## src/rtl/fifo_wr_arb.sv

```systemverilog
// ---------------------------------------------------------------------------
// fifo_wr_arb
//
// Round-robin write arbiter that lets NUM_REQ requesters share one FIFO write
// port. A requester owns the port from grant until it sends a beat flagged
// with req_last, or until it has sent MAX_BURST beats, whichever comes first.
// After every grant the arbiter spends exactly one cycle in IDLE, where it
// picks the next owner starting from the requester after the previous owner.
//
// Ports
//   clk         clock, rising edge
//   rst_n       asynchronous active-low reset
//   flush       synchronous clear of all arbiter state (outputs gated at once)
//   req_vld     per-requester data valid
//   req_last    per-requester end-of-packet marker, qualified by req_vld
//   req_data    packed requester data, requester i at [i*DATA_WIDTH +: DATA_WIDTH]
//   req_rdy     per-requester ready (only the owner can see fifo_rdy)
//   fifo_rdy    FIFO write-side ready
//   fifo_afull  FIFO almost-full; blocks new grants only
//   fifo_vld    write valid to the FIFO
//   fifo_data   write data to the FIFO
//   grant_id    index of the current owner, 0 when idle
//   busy        high while a grant is active
// ---------------------------------------------------------------------------
module fifo_wr_arb #(
    parameter int NUM_REQ    = 4,
    parameter int DATA_WIDTH = 32,
    parameter int MAX_BURST  = 8,
    parameter int CNT_W      = $clog2(MAX_BURST + 1)
) (
    input  logic                          clk,
    input  logic                          rst_n,
    input  logic                          flush,
    input  logic [NUM_REQ-1:0]            req_vld,
    input  logic [NUM_REQ-1:0]            req_last,
    input  logic [NUM_REQ*DATA_WIDTH-1:0] req_data,
    output logic [NUM_REQ-1:0]            req_rdy,
    input  logic                          fifo_rdy,
    input  logic                          fifo_afull,
    output logic                          fifo_vld,
    output logic [DATA_WIDTH-1:0]         fifo_data,
    output logic [$clog2(NUM_REQ)-1:0]    grant_id,
    output logic                          busy
);

    localparam int ID_W = $clog2(NUM_REQ);
    // One extra bit so rr_ptr + offset can be wrapped without overflow.
    localparam logic [ID_W:0]      NUM_REQ_W = (ID_W + 1)'(NUM_REQ);
    localparam logic [ID_W-1:0]    LAST_ID   = ID_W'(NUM_REQ - 1);
    localparam logic [CNT_W-1:0]   CAP_CNT   = CNT_W'(MAX_BURST - 1);

    typedef enum logic {
        IDLE = 1'b0,
        XFER = 1'b1
    } state_t;

    state_t            state_reg, state_next;
    logic [ID_W-1:0]   rr_ptr_reg, rr_ptr_next;
    logic [ID_W-1:0]   grant_reg, grant_next;
    logic [CNT_W-1:0]  beat_cnt_reg, beat_cnt_next;

    // Unpacked view of the requester data bus for a clean owner mux.
    logic [DATA_WIDTH-1:0] data_arr [NUM_REQ];

    for (genvar gi = 0; gi < NUM_REQ; gi++) begin : g_unpack
        assign data_arr[gi] = req_data[gi*DATA_WIDTH +: DATA_WIDTH];
    end

    // -----------------------------------------------------------------------
    // Round-robin pick: first set req_vld at or after rr_ptr, wrapping.
    // The loop runs from the farthest offset down so the nearest one wins.
    // -----------------------------------------------------------------------
    logic            pick_vld;
    logic [ID_W-1:0] pick_id;

    always_comb begin
        logic [ID_W:0]   sum;
        logic [ID_W-1:0] idx;
        pick_vld = 1'b0;
        pick_id  = '0;
        sum      = '0;
        idx      = '0;
        for (int k = NUM_REQ - 1; k >= 0; k--) begin
            sum = {1'b0, rr_ptr_reg} + (ID_W + 1)'(k);
            if (sum >= NUM_REQ_W) begin
                sum = sum - NUM_REQ_W;
            end
            idx = sum[ID_W-1:0];
            if (req_vld[idx]) begin
                pick_vld = 1'b1;
                pick_id  = idx;
            end
        end
    end

    // -----------------------------------------------------------------------
    // Beat and release qualification. flush masks the port in the same
    // cycle, so a beat presented alongside flush never counts as transferred.
    // -----------------------------------------------------------------------
    logic active;
    logic owner_vld;
    logic owner_last;
    logic beat;
    logic rel;

    assign active     = (state_reg == XFER) && !flush;
    assign owner_vld  = req_vld[grant_reg];
    assign owner_last = req_last[grant_reg];
    assign beat       = active && owner_vld && fifo_rdy;
    assign rel        = beat && (owner_last || (beat_cnt_reg == CAP_CNT));

    // -----------------------------------------------------------------------
    // State register
    // -----------------------------------------------------------------------
    always_ff @(posedge clk or negedge rst_n) begin
        if (!rst_n) begin
            state_reg    <= IDLE;
            rr_ptr_reg   <= '0;
            grant_reg    <= '0;
            beat_cnt_reg <= '0;
        end else begin
            state_reg    <= state_next;
            rr_ptr_reg   <= rr_ptr_next;
            grant_reg    <= grant_next;
            beat_cnt_reg <= beat_cnt_next;
        end
    end

    // -----------------------------------------------------------------------
    // Next-state logic
    // -----------------------------------------------------------------------
    always_comb begin
        state_next    = state_reg;
        rr_ptr_next   = rr_ptr_reg;
        grant_next    = grant_reg;
        beat_cnt_next = beat_cnt_reg;
        if (flush) begin
            state_next    = IDLE;
            rr_ptr_next   = '0;
            grant_next    = '0;
            beat_cnt_next = '0;
        end else begin
            case (state_reg)
                IDLE: begin
                    // almost-full only gates new grants, never an active one
                    if (!fifo_afull && pick_vld) begin
                        state_next    = XFER;
                        grant_next    = pick_id;
                        beat_cnt_next = '0;
                    end
                end
                XFER: begin
                    if (rel) begin
                        state_next    = IDLE;
                        rr_ptr_next   = (grant_reg == LAST_ID) ? '0 : grant_reg + ID_W'(1);
                        // grant_id reads 0 whenever no one owns the port
                        grant_next    = '0;
                        beat_cnt_next = '0;
                    end else if (beat) begin
                        beat_cnt_next = beat_cnt_reg + CNT_W'(1);
                    end
                end
                default: begin
                    state_next = IDLE;
                end
            endcase
        end
    end

    // -----------------------------------------------------------------------
    // Outputs (combinational from state and owner inputs)
    // -----------------------------------------------------------------------
    always_comb begin
        busy      = (state_reg == XFER);
        grant_id  = grant_reg;
        fifo_vld  = active && owner_vld;
        fifo_data = data_arr[grant_reg];
        req_rdy   = '0;
        for (int i = 0; i < NUM_REQ; i++) begin
            req_rdy[i] = active && fifo_rdy && (grant_reg == ID_W'(i));
        end
    end

endmodule

```

## config.mk

```make
export PLATFORM = sky130hd
export DESIGN_NAME = fifo_wr_arb
export DESIGN_NICKNAME = d
export VERILOG_FILES = /design/src/rtl/fifo_wr_arb.sv
export SDC_FILE = /design/constraint.sdc
export NUM_CORES = 1
export LEC_CHECK = 0
export CAP_MARGIN = 5
export CELL_PAD_IN_SITES_DETAIL_PLACEMENT = 2
export CELL_PAD_IN_SITES_GLOBAL_PLACEMENT = 2
export CORE_ASPECT_RATIO = 1.1
export CORE_UTILIZATION = 13
export DETAILED_ROUTE_END_ITERATION = 6
export HOLD_SLACK_MARGIN = 0.12
export PLACE_DENSITY_LB_ADDON = 0.1
export SLEW_MARGIN = 15
export SYNTH_ARGS = -nofsm -noshare
export SYNTH_HDL_FRONTEND = slang
export SYNTH_SLANG_ARGS = --single-unit
export TNS_END_PERCENT = 100
```

## constraint.sdc

```tcl
create_clock -name clk -period 2.5 [get_ports clk]
set_clock_uncertainty 0.05 [all_clocks]
set_input_delay 0.625 -clock clk [delete_from_list [all_inputs] [get_ports clk]]
set_output_delay 0.625 -clock clk [all_outputs]
set_load 0.05 [all_outputs]
```

==> flow_summary.json <==
{
  "dr.first_iter.drc_count": 26,
  "antenna_found_initial": 1,
  "synth_top_family_by_area": "multiplexers",
  "internal_power_mw": 0.811,
  "rows": 40,
  "preCtsSetupSlack_ps": -113,
  "timing.hold.worst_path_depth": 2,
  "final.min_clock_period_ps": 2450,
  "power.ir.vdd_worst_mv": 0.294,
  "initial_utilization_pct": 13.5,
  "holdCritPathClass": "reg -> reg",
  "synth_area_leaders": "sky130_fd_sc_hd__mux4_2, sky130_fd_sc_hd__dfrtp_1, sky130_fd_sc_hd__ha_1",
  "synth.yosys.seq_area_share_pct": 15.1,
  "yosys.cell_count.top_type": "sky130_fd_sc_hd__mux4_2",
  "tns_ps": 0,
  "tritoncts": "done",
  "cell_family_with_most_cp_delay": "buffers and inverters",
  "vias_in_the_first_global_route": 2115,
  "yosys_register_bits": 9,
  "syn-cell-area_mm2": 0.00150,
  "critical_path.startpoint_type": "input port",
  "post_detail_place_hpwl_um": 8240,
  "cp.required_ps": 1820,
  "critical_path_arrival_ps": 1780,
  "synth_enable_flop_cells": 0,
  "remaining_drc_errors": 0,
  "overflow": 0,
  "yosys_warnings": 0,
  "grt_setup_unrepaired": "false",
  "die_height_um": 114,
  "io_buffers": 180,
  "ys_top_cells_by_count": "sky130_fd_sc_hd__mux4_2, sky130_fd_sc_hd__dfrtp_1, sky130_fd_sc_hd__a21oi_1",
  "multi_input_area_mm2": 0.00120,
  "maxClockFrequency_ghz": 0.407,
  "timing_worst_slew_pin_value_ps": 496,
  "core_area_mm2": 0.0111,
  "p_switching_mw": 0.518,
  "insertion_delay_ps": 230,
  "diodes": 0,
  "postSynthNetCount": 262,
  "share_of_final_layout_standard_cells_stronger_than_drive_strength_1_pct": 32.5,
  "cts.sinks": 9,
  "gate_power_share_pct": 66.1,
  "worstReg2RegStart": "grant_id[1]",
  "max_cap_violations": 0,
  "worst_setup_path_end_kind": "output pin",
  "avgSynthCellArea_um2": 12.9,
  "timing.critical_path.cells": "clkdlybuf4s50_1, mux4_2, buf_4",
  "layout_net_count": 452,
  "cpMaxStageDelayCell": "sky130_fd_sc_hd__mux4_2",
  "seq_power_share_pct": 12.5,
  "avgRoutedWirePerCell_um": 20.9,
  "timing.final.hold_violations": 0,
  "globalplace.congestion": 0.759,
  "power_switching_share_pct": 39.0,
  "globalRouteTotalUtil_pct": 15.3,
  "seq_area_um2": 228,
  "area_fraction_in_compound_gates_after_synthesis_pct": 12.6,
  "outcome": "completed",
  "finalWorstSetupSlack_ps": 45.7,
  "finalSetupViolCount": 0,
  "post_synth_xor_area_fraction_pct": 0,
  "synth_simple_gate_area_share_pct": 12.4,
  "yosysTopAreaCellShare_pct": 51.2,
  "die_w_um": 104,
  "route.vias.total": 1957,
  "ys_async_sr_fraction_pct": 100,
  "postCtsResizedCells": 5,
  "first_pass_iters": 4,
  "power.density_mw_per_mm2": 366,
  "post-cts-setup-buffers": 0,
  "cts_buffers": 3,
  "cts_root_buf": "sky130_fd_sc_hd__clkbuf_16",
  "dpl_cell_area_mm2": 0.00355,
  "synth_flop_cell": "sky130_fd_sc_hd__dfrtp_1",
  "worst_hold_slack_ps": 523,
  "clock_tree.htree_level_count": 1,
  "reg2regPathDepth": 5,
  "top_level_ports": 181,
  "synth_mux_area_share_pct": 51.2,
  "reg2reg_slack_ps": 560,
  "leakagePower_nw": 1.36,
  "crit_type": "in -> out",
  "yosysUniqueCellTypes": 34,
  "layout.filler_cells": 1196,
  "drt-vias-per-instance": 4.33,
  "synthToLayoutAreaGrowth_pct": 143,
  "drtAntennaViolNets": 0,
  "largest_register_ffs": 4,
  "clock_power_share_pct": 21.3,
  "cts_hold_buf": 0,
  "yosys.area_share.adder_pct": 4.18,
  "syn_inst": 116,
  "regToRegEndpoint": "grant_id[1]",
  "final.period_utilization_pct": 98.2,
  "clk_pin_slew_worst_paths_ps": 40,
  "clock_path_buffers": 2,
  "cp_slowest_stage_delay_ps": 480,
  "fp.dieArea_mm2": 0.0119,
  "drv_slew": 0,
  "critical_path.max_fanout": 1,
  "grt_max_degree": 26,
  "hp-start": "beat_cnt_reg[0]",
  "fin_area_mm2": 0.00363,
  "netlist.top_cell.by_area": "sky130_fd_sc_hd__mux4_2",
  "critical_path_buf_inv_count": 2,
  "grt_first_pass_wirelength_um": 13800,
  "detail_route.wirelength_um": 9450,
  "slew_headroom_pct": 66.8,
  "hold-path-endpoint": "beat_cnt_reg[0]"
}
power by group through the flow:
stage / Clock [mW] / Sequential, mW / Combinational (mW)
floorplan: 0 / 0.179 / 0.461
global placement: 0 / 0.170 / 0.880
detailed placement: 0 / 0.170 / 0.889
CTS: 0.290 / 0.168 / 0.891
global route: 0.297 / 0.169 / 0.926
finish: 0.283 / 0.167 / 0.879
cells in the final DEF (no fill, tap or decap):
cell type	count
sky130_fd_sc_hd__a211o_1	2
sky130_fd_sc_hd__buf_4	44
sky130_fd_sc_hd__dfrtp_1	7
sky130_fd_sc_hd__a21oi_1	6
sky130_fd_sc_hd__nand3_2	1
sky130_fd_sc_hd__a32oi_1	2
sky130_fd_sc_hd__a41o_1	1
sky130_fd_sc_hd__nor3b_1	2
sky130_fd_sc_hd__o21ai_0	3
sky130_fd_sc_hd__and3_1	5
sky130_fd_sc_hd__nand2_1	4
sky130_fd_sc_hd__o32ai_1	1
sky130_fd_sc_hd__clkbuf_16	3
sky130_fd_sc_hd__nand3b_1	2
sky130_fd_sc_hd__and3b_1	1
sky130_fd_sc_hd__dfrtp_2	2
sky130_fd_sc_hd__dlygate4sd2_1	4
sky130_fd_sc_hd__clkbuf_1	1
sky130_fd_sc_hd__a21oi_4	1
sky130_fd_sc_hd__inv_1	5
sky130_fd_sc_hd__or4_4	1
sky130_fd_sc_hd__and2_0	1
sky130_fd_sc_hd__a21o_1	1
sky130_fd_sc_hd__nand3_1	3
sky130_fd_sc_hd__nor2_1	2
sky130_fd_sc_hd__nand2b_1	1
sky130_fd_sc_hd__nand2_2	2
sky130_fd_sc_hd__mux4_2	34
sky130_fd_sc_hd__and2_4	1
sky130_fd_sc_hd__nor2b_1	4
sky130_fd_sc_hd__ha_1	5
sky130_fd_sc_hd__o21a_1	1
sky130_fd_sc_hd__o2111ai_4	1
sky130_fd_sc_hd__clkdlybuf4s50_1	137
sky130_fd_sc_hd__o21ai_1	2
sky130_fd_sc_hd__buf_12	9
sky130_fd_sc_hd__o31ai_1	3
cell families after synthesis:
family,after synthesis
AOI/OAI and AO/OA,24
adders and majority gates,5
muxes,34
and+or+nand+nor,30
buffers and inverters,14
DFF,9
worst reg2reg max path: cells and delay by family, from the launching register on:
kind            cells  cell delay (ps)
flops               1              520
compound gates      2              500
mux                 1              360
buf+inv             1              280
simple gates        1              120
metal layers:
| layer | share of wire [%] | global-route usage [%] | up-vias |
|---|---|---|---|
| met1 | 41 | 18.4 | 983 |
| li1 | - | - | 873 |
| met2 | 51 | 28.4 | 96 |
| met5 | 0 | 0 | - |
| met4 | 0.46 | 2.00 | 0 |
| met3 | 6.9 | 3.59 | 5 |
how the worst max path moves through the flow:
stage | from | endpoint | slack, ps | depth (start not counted)
floorplan | grant_id[0] | fifo_data[0] | 100 | 3
global placement | req_vld[3] | fifo_vld | -90 | 4
detailed placement | req_vld[3] | fifo_vld | -110 | 4
CTS | req_data[77] | fifo_data[13] | 50 | 3
global route | flush | req_rdy[3] | 10 | 5
finish | req_data[77] | fifo_data[13] | 50 | 3
metrics by stage:
stage               util (%)  total power, mW  instances
finish                  32.8             1.33        452
CTS                     32.8             1.35        452
floorplan                  -            0.640        116
global route            32.8             1.39        452
global placement        32.1             1.05        448
detailed placement      32.1             1.06        448
cell type report:
class                      count  share of cell area (%)
tap                          147                    5.07
sequential                     9                    6.27
inverter                       5                   0.517
clock buffer                   4                    2.17
timing repair buffer         194                    52.8
multi-input combinational     93                    33.2
Power figures use the tool's default switching activity.
